`config.mk`:
```
export PLATFORM = sky130hd
export DESIGN_NAME = timer_bank
export DESIGN_NICKNAME = d
export VERILOG_FILES = /design/src/rtl/timer_bank.sv
export SDC_FILE = /design/constraint.sdc
export NUM_CORES = 1
export LEC_CHECK = 0
export ABC_AREA = 1
export CAP_MARGIN = 15
export CORE_MARGIN = 10
export CORE_UTILIZATION = 43
export DETAILED_ROUTE_END_ITERATION = 10
export PLACE_DENSITY = 0.64
export SYNTH_ARGS = -nofsm -noshare
export SYNTH_HDL_FRONTEND = slang
export SYNTH_SLANG_ARGS = --single-unit
```
`constraint.sdc`:
```
create_clock -name clk -period 3.8 [get_ports clk]
set_clock_uncertainty 0.05 [all_clocks]
set_input_delay 0.76 -clock clk [delete_from_list [all_inputs] [get_ports clk]]
set_output_delay 0.76 -clock clk [all_outputs]
set_load 0.05 [all_outputs]
```
`src/rtl/timer_bank.sv`:
```
// Bank of NUM_CH prescaled down-counting timers on a word-addressed bus,
// with sticky write-1-to-clear interrupt status and per-channel IRQ export.
module timer_bank #(
    parameter int NUM_CH = 2,
    parameter int CNT_W  = 32,
    parameter int ADDR_W = 8
) (
    input  logic              clk,
    input  logic              reset,
    input  logic [ADDR_W-1:0] ADD_I,
    input  logic              WE_I,
    input  logic [31:0]       DAT_I,
    output logic [31:0]       DAT_O,
    output logic              IRQ_O,
    output logic [NUM_CH-1:0] IRQ_VEC
);

    typedef enum logic [1:0] {
        S_IDLE   = 2'd0,
        S_LOAD   = 2'd1,
        S_CNT    = 2'd2,
        S_EXPIRE = 2'd3
    } state_t;

    localparam logic [CNT_W-1:0] CNT_ONE     = CNT_W'(1);
    localparam logic [1:0]       MODE_RELOAD = 2'd1;
    localparam logic [1:0]       MODE_FREE   = 2'd2;

    state_t            state_q  [NUM_CH];
    state_t            state_d  [NUM_CH];
    logic [1:0]        mode_q   [NUM_CH];
    logic [1:0]        mode_d   [NUM_CH];
    logic [7:0]        presc_q  [NUM_CH];
    logic [7:0]        presc_d  [NUM_CH];
    logic [7:0]        pc_q     [NUM_CH];
    logic [7:0]        pc_d     [NUM_CH];
    logic [CNT_W-1:0]  preset_q [NUM_CH];
    logic [CNT_W-1:0]  preset_d [NUM_CH];
    logic [CNT_W-1:0]  count_q  [NUM_CH];
    logic [CNT_W-1:0]  count_d  [NUM_CH];
    logic [31:0]       rd_word_s[NUM_CH];
    logic [NUM_CH-1:0] en_q, en_d, im_q, im_d, pend_q, pend_d;
    logic [NUM_CH-1:0] sel_s, ctrl_wr_s, preset_wr_s, status_wr_s, tick_s;
    logic [31:0]       ch_idx_s;
    logic [1:0]        reg_idx_s;
    logic [31:0]       dat_o_s;
    logic              unused_s;

    assign ch_idx_s    = 32'(ADD_I[ADDR_W-1:4]);
    assign reg_idx_s   = ADD_I[3:2];
    assign unused_s    = ^ADD_I[1:0];
    assign ctrl_wr_s   = {NUM_CH{WE_I && (reg_idx_s == 2'd0)}} & sel_s;
    assign preset_wr_s = {NUM_CH{WE_I && (reg_idx_s == 2'd1)}} & sel_s;
    assign status_wr_s = {NUM_CH{WE_I && (reg_idx_s == 2'd3) && DAT_I[0]}} & sel_s;

    // Channel select and per-channel read word; out-of-range channels never match.
    always_comb begin
        for (int i = 0; i < NUM_CH; i++) begin
            sel_s[i]  = (ch_idx_s == 32'(i));
            tick_s[i] = (pc_q[i] == presc_q[i]);
            case (reg_idx_s)
                2'd0:    rd_word_s[i] = {16'h0000, presc_q[i], 4'h0, im_q[i], mode_q[i], en_q[i]};
                2'd1:    rd_word_s[i] = 32'(preset_q[i]);
                2'd2:    rd_word_s[i] = 32'(count_q[i]);
                2'd3:    rd_word_s[i] = {31'h0000_0000, pend_q[i]};
                default: rd_word_s[i] = 32'h0000_0000;
            endcase
        end
    end

    // Read data mux: OR of the selected channel's word.
    always_comb begin
        dat_o_s = 32'h0000_0000;
        for (int i = 0; i < NUM_CH; i++) begin
            dat_o_s = dat_o_s | (sel_s[i] ? rd_word_s[i] : 32'h0000_0000);
        end
    end

    assign DAT_O   = dat_o_s;
    assign IRQ_VEC = pend_q & im_q;
    assign IRQ_O   = |IRQ_VEC;

    // Next state: bus writes first, then the FSM; expiry set beats W1C.
    always_comb begin
        for (int i = 0; i < NUM_CH; i++) begin
            state_d[i] = state_q[i];
            count_d[i] = count_q[i];
            pc_d[i]    = pc_q[i];
            if (ctrl_wr_s[i]) begin
                en_d[i]    = DAT_I[0];
                mode_d[i]  = DAT_I[2:1];
                im_d[i]    = DAT_I[3];
                presc_d[i] = DAT_I[15:8];
            end else begin
                en_d[i]    = en_q[i];
                mode_d[i]  = mode_q[i];
                im_d[i]    = im_q[i];
                presc_d[i] = presc_q[i];
            end
            if (preset_wr_s[i]) begin
                preset_d[i] = DAT_I[CNT_W-1:0];
            end else begin
                preset_d[i] = preset_q[i];
            end
            if (status_wr_s[i]) begin
                pend_d[i] = 1'b0;
            end else begin
                pend_d[i] = pend_q[i];
            end
            case (state_q[i])
                S_IDLE: begin
                    state_d[i] = en_q[i] ? S_LOAD : S_IDLE;
                end
                S_LOAD: begin
                    count_d[i] = preset_q[i];
                    pc_d[i]    = 8'd0;
                    state_d[i] = S_CNT;
                end
                S_CNT: begin
                    if (!en_q[i]) begin
                        state_d[i] = S_IDLE;
                    end else if (tick_s[i]) begin
                        pc_d[i] = 8'd0;
                        // COUNT<=1 also covers PRESET=0, which expires on the first tick
                        if ((mode_q[i] != MODE_FREE) && (count_q[i] <= CNT_ONE)) begin
                            count_d[i] = '0;
                            pend_d[i]  = 1'b1;
                            state_d[i] = S_EXPIRE;
                        end else begin
                            count_d[i] = count_q[i] - CNT_ONE;
                        end
                    end else begin
                        pc_d[i] = pc_q[i] + 8'd1;
                    end
                end
                S_EXPIRE: begin
                    if (mode_q[i] == MODE_RELOAD) begin
                        count_d[i] = preset_q[i];
                        pc_d[i]    = 8'd0;
                        state_d[i] = S_CNT;
                    end else begin
                        en_d[i]    = ctrl_wr_s[i] ? DAT_I[0] : 1'b0;
                        state_d[i] = S_IDLE;
                    end
                end
                default: begin
                    state_d[i] = S_IDLE;
                end
            endcase
        end
    end

    // State registers with synchronous reset.
    always_ff @(posedge clk) begin
        if (reset) begin
            en_q   <= '0;
            im_q   <= '0;
            pend_q <= '0;
            for (int i = 0; i < NUM_CH; i++) begin
                state_q[i]  <= S_IDLE;
                mode_q[i]   <= 2'd0;
                presc_q[i]  <= 8'd0;
                pc_q[i]     <= 8'd0;
                preset_q[i] <= '0;
                count_q[i]  <= '0;
            end
        end else begin
            en_q     <= en_d;
            im_q     <= im_d;
            pend_q   <= pend_d;
            state_q  <= state_d;
            mode_q   <= mode_d;
            presc_q  <= presc_d;
            pc_q     <= pc_d;
            preset_q <= preset_d;
            count_q  <= count_d;
        end
    end

endmodule
```
==> out/qor.txt <==
Synthesized-area fraction occupied by and/or/nand/nor cells - 0.3574
Leakage power summed over all cells - 5.422 nW
Setup TNS Final - 0 ps
Critical path startpoint category - input port
Compound-Gate Fraction of Synth Area - 0.1664
Proportion of power drawn by the clock network - 0.449
Post-CTS Hold Fix Bufs - 0
First-pass iteration count of the detailed router - 6
Synthesized instance count - 1668
Input/output buffers - 75
Reg2Reg Setup Slack - 1320 ps
Antenna cell count - 0
Die Y-Extent - 176.0 µm
Sequential group share of total power - 0.465
Status - finished, final reports clean
Number of standard-cell rows in the floorplan - 57
Actual slew at the worst max-slew pin - 1012 ps
Maximum clock insertion buffer count - 2
Synth warn - 0
Global-route wire length before repair - 55610 µm
Post-synth EDFFs - 0
Floorplan die width - 176.0 µm
Share of the core filled with cells - 0.5118
Peak VDD IR - 0.2198 mV
Fin crit period - 3418 ps
Congestion Overflow GR - 0
Resized cells post-CTS - 0
Crit path required time - 2990 ps
Overall global routing resource usage - 0.2220
Aggregate routed wire length - 35170 µm
Worst skew pair latency - 440 ps
Ys async rst share - 0
HP Start - preset_q[54]
Type of the setup path with the least slack - input port to output port
Fillers - 2508
TritonCTS clock tree - yes
Int Power - 2.848 mW
Antenna Nets Post-Route - 0
Remaining DRCs - 0
Max-Slew Margin vs Limit - 0.3248
Multiplexer share of the synthesized area - 0
Setup repair after global routing missed its margin - false
Non-Filler Cell Area, Final - 12340 µm²
Count of state elements after synthesis - 174
Adder and majority gate portion of the synthesized area - 0.007173
Area added between synthesis and finish - 17.88%
Leading cell types by total area after synthesis - sky130_fd_sc_hd__dfxtp_1 (33%), sky130_fd_sc_hd__nor2_1 (14%), sky130_fd_sc_hd__nand2_1 (14%), sky130_fd_sc_hd__o21ai_0 (6.6%), sky130_fd_sc_hd__nand3_1 (4.8%)
Critical register-to-register path endpoint - count_q[34]
Final weighted congestion in routability-driven placement - 0.9203
Post-route fraction of the period consumed by the critical path - 0.8995
Total CTS buffers - 17
Antenna violations before repair - 0
Boundary pin count - 78
Core outline area - 24110 µm²
Detailed-route wire length per cell - 17.21 µm
Number of endpoints failing setup at the final stage - 0
Synth area leader - sky130_fd_sc_hd__dfxtp_1
Part of the total power dissipated in combinational logic - 0.086
Share of synthesized area occupied by flip-flops and latches - 0.3328
Final setup margin - 381.9 ps
Count of nets after finishing - 1756
Worst hold path cell count - 2
Main combinational cell family by area after synthesis - simple AND/OR/NAND/NOR gates
Count of endpoints failing hold in the final timing report - 0
Cell area power density - 321.2 nW/µm²
Top_reg_cell synth - sky130_fd_sc_hd__dfxtp_1
Clock net sink count - 174
Number of cells on the worst reg-to-reg path - 9
Critical register-to-register path startpoint - count_q[32]
Endpoint, Worst Hold - preset_q[54]
Drt initial violations - 1173
Initial cell density of the core - 0.4342
Mapped cell area - 10470 µm²
Number of global-route vias before repair - 10190
Maximum fanout count along the critical path - 33
Path class of the lowest-slack min-delay path - flop to flop
Post-synthesis cell type count - 38
Area of the die - 30980 µm²
Count of vias placed by the detailed router - 11010
Pre-CTS setup slack - 395.4 ps
Via-to-Cell Ratio - 5.386
Pin count of the biggest net entering global routing - 85
Max Transition Viols Final - 0
Synthesized-area fraction occupied by xor and xnor cells - 0.04854
Deepest level of the CTS H-tree - 4
Sort of element at the end of the critical path - output port
Upper clock frequency limit - 292.6 MHz
Count of max-cap constraint violations - 0
Share of layout cells above drive strength 1 - 0.08663
Total cell area at the placement stage - 11760 µm²
Most common cell in the synthesized netlist - sky130_fd_sc_hd__nor2_1
Synth Net Count - 1717
Fraction of power spent switching nets - 0.2813
Mean Syn Cell Area - 6.275 µm²
Hpwl dp - 25720 µm
Endpoint arrival time on the critical path - 2610 ps
Post-CTS setup repair buffer count - 0
Reported net switching power - 1.115 mW
Share of the synthesized area in the top cell type - 0.3328
Commonest cells post-synth - sky130_fd_sc_hd__nor2_1 (384), sky130_fd_sc_hd__nand2_1 (378), sky130_fd_sc_hd__dfxtp_1 (174), sky130_fd_sc_hd__o21ai_0 (137), sky130_fd_sc_hd__inv_1 (120)
CTS clk-pin slew, worst paths - 70 ps
Root buffer cell - sky130_fd_sc_hd__clkbuf_16
final cells by class:
| cell class | instances | area [µm²] | area share |
|---|---|---|---|
| Clock buffer | 18 | 439.2 | 0.03559 |
| Clock inverter | 14 | 143.9 | 0.01166 |
| Inverter | 135 | 509.2 | 0.04127 |
| Multi-Input combinational cell | 1280 | 6068 | 0.4918 |
| Sequential cell | 174 | 3483 | 0.2823 |
| Tap cell | 324 | 405.4 | 0.03286 |
| Timing Repair Buffer | 99 | 1289 | 0.1045 |
flip-flops by register name (all words and copies together), names as in the netlist:
register / flops
count_q: 64
im_q: 2
mode_q: 4
preset_q: 64
pend_q: 2
presc_q: 16
pc_q: 16
state_q: 4
en_q: 2
layout by cell type, fill, tap and decap left out, types with 5 or more instances in the layout:
cell type,instances
sky130_fd_sc_hd__nor2_1,384
sky130_fd_sc_hd__nand2_1,377
sky130_fd_sc_hd__dfxtp_1,174
sky130_fd_sc_hd__o21ai_0,137
sky130_fd_sc_hd__inv_1,119
sky130_fd_sc_hd__nand3_1,100
sky130_fd_sc_hd__a21oi_1,72
sky130_fd_sc_hd__clkdlybuf4s50_1,43
sky130_fd_sc_hd__xor2_1,41
sky130_fd_sc_hd__buf_12,35
sky130_fd_sc_hd__o22ai_1,25
sky130_fd_sc_hd__nand4_1,21
sky130_fd_sc_hd__buf_4,21
sky130_fd_sc_hd__a22o_1,20
sky130_fd_sc_hd__xnor2_1,17
sky130_fd_sc_hd__a21oi_2,17
sky130_fd_sc_hd__clkbuf_16,17
sky130_fd_sc_hd__o21ai_1,16
sky130_fd_sc_hd__inv_2,15
sky130_fd_sc_hd__nor2_2,12
sky130_fd_sc_hd__a221oi_1,10
sky130_fd_sc_hd__ha_1,6
sky130_fd_sc_hd__inv_8,6
sky130_fd_sc_hd__nand2_4,5
power by group through the flow:
stage	sequential, mW	combinational, mW	clock, mW
2_1_floorplan	1.88	0.199	0
3_3_place_gp	1.88	0.333	0
3_5_place_dp	1.88	0.335	0
4_1_cts	1.84	0.337	1.80
5_1_grt	1.84	0.375	1.87
6_report	1.84	0.341	1.78
cells by family after synthesis:
kind of cell | Yosys count
simple gates | 914
xor+xnor | 58
buf+inv | 214
flops | 174
fa+ha+maj | 6
compound gates | 302
layer usage:
layer	vias to the layer above	part of all wire	track usage
met4	0	0.014	0.05899
met3	35	0.078	0.04122
met2	424	0.44	0.3383
li1	5462	-	-
met1	5087	0.47	0.3147
met5	-	0	0
how the worst max path moves through the flow:
| stage | cells past startpoint | from | slack [ps] | endpoint |
|---|---|---|---|---|
| 6_report | 10 | ADD_I[2] | 380 | DAT_O[9] |
| 5_1_grt | 10 | ADD_I[2] | 300 | DAT_O[8] |
| 4_1_cts | 8 | ADD_I[3] | 380 | DAT_O[9] |
| 3_5_place_dp | 8 | ADD_I[3] | 400 | DAT_O[9] |
| 3_3_place_gp | 8 | ADD_I[3] | 390 | DAT_O[9] |
| 2_1_floorplan | 6 | ADD_I[7] | 690 | DAT_O[0] |
per-stage QoR:
stage / power (mW) / hold slack [ps] / cells
after floorplan: 2.080 / 400.5 / 1668
after global placement: 2.217 / 421.2 / 2012
after detailed placement: 2.219 / 427.0 / 2012
after CTS: 3.977 / 436.7 / 2044
after global routing: 4.085 / 463.0 / 2044
final: 3.963 / 438.9 / 2044
critical path: stages:
cell	delay, ps
sky130_fd_sc_hd__clkdlybuf4s50_1	510
sky130_fd_sc_hd__buf_4	160
sky130_fd_sc_hd__nand2_2	90
sky130_fd_sc_hd__inv_2	90
sky130_fd_sc_hd__buf_12	190
sky130_fd_sc_hd__nand2_1	60
sky130_fd_sc_hd__o21ai_0	70
sky130_fd_sc_hd__a21oi_1	100
sky130_fd_sc_hd__o22ai_1	370
sky130_fd_sc_hd__buf_12	190
No activity file was read; power rests on OpenSTA's default activity.
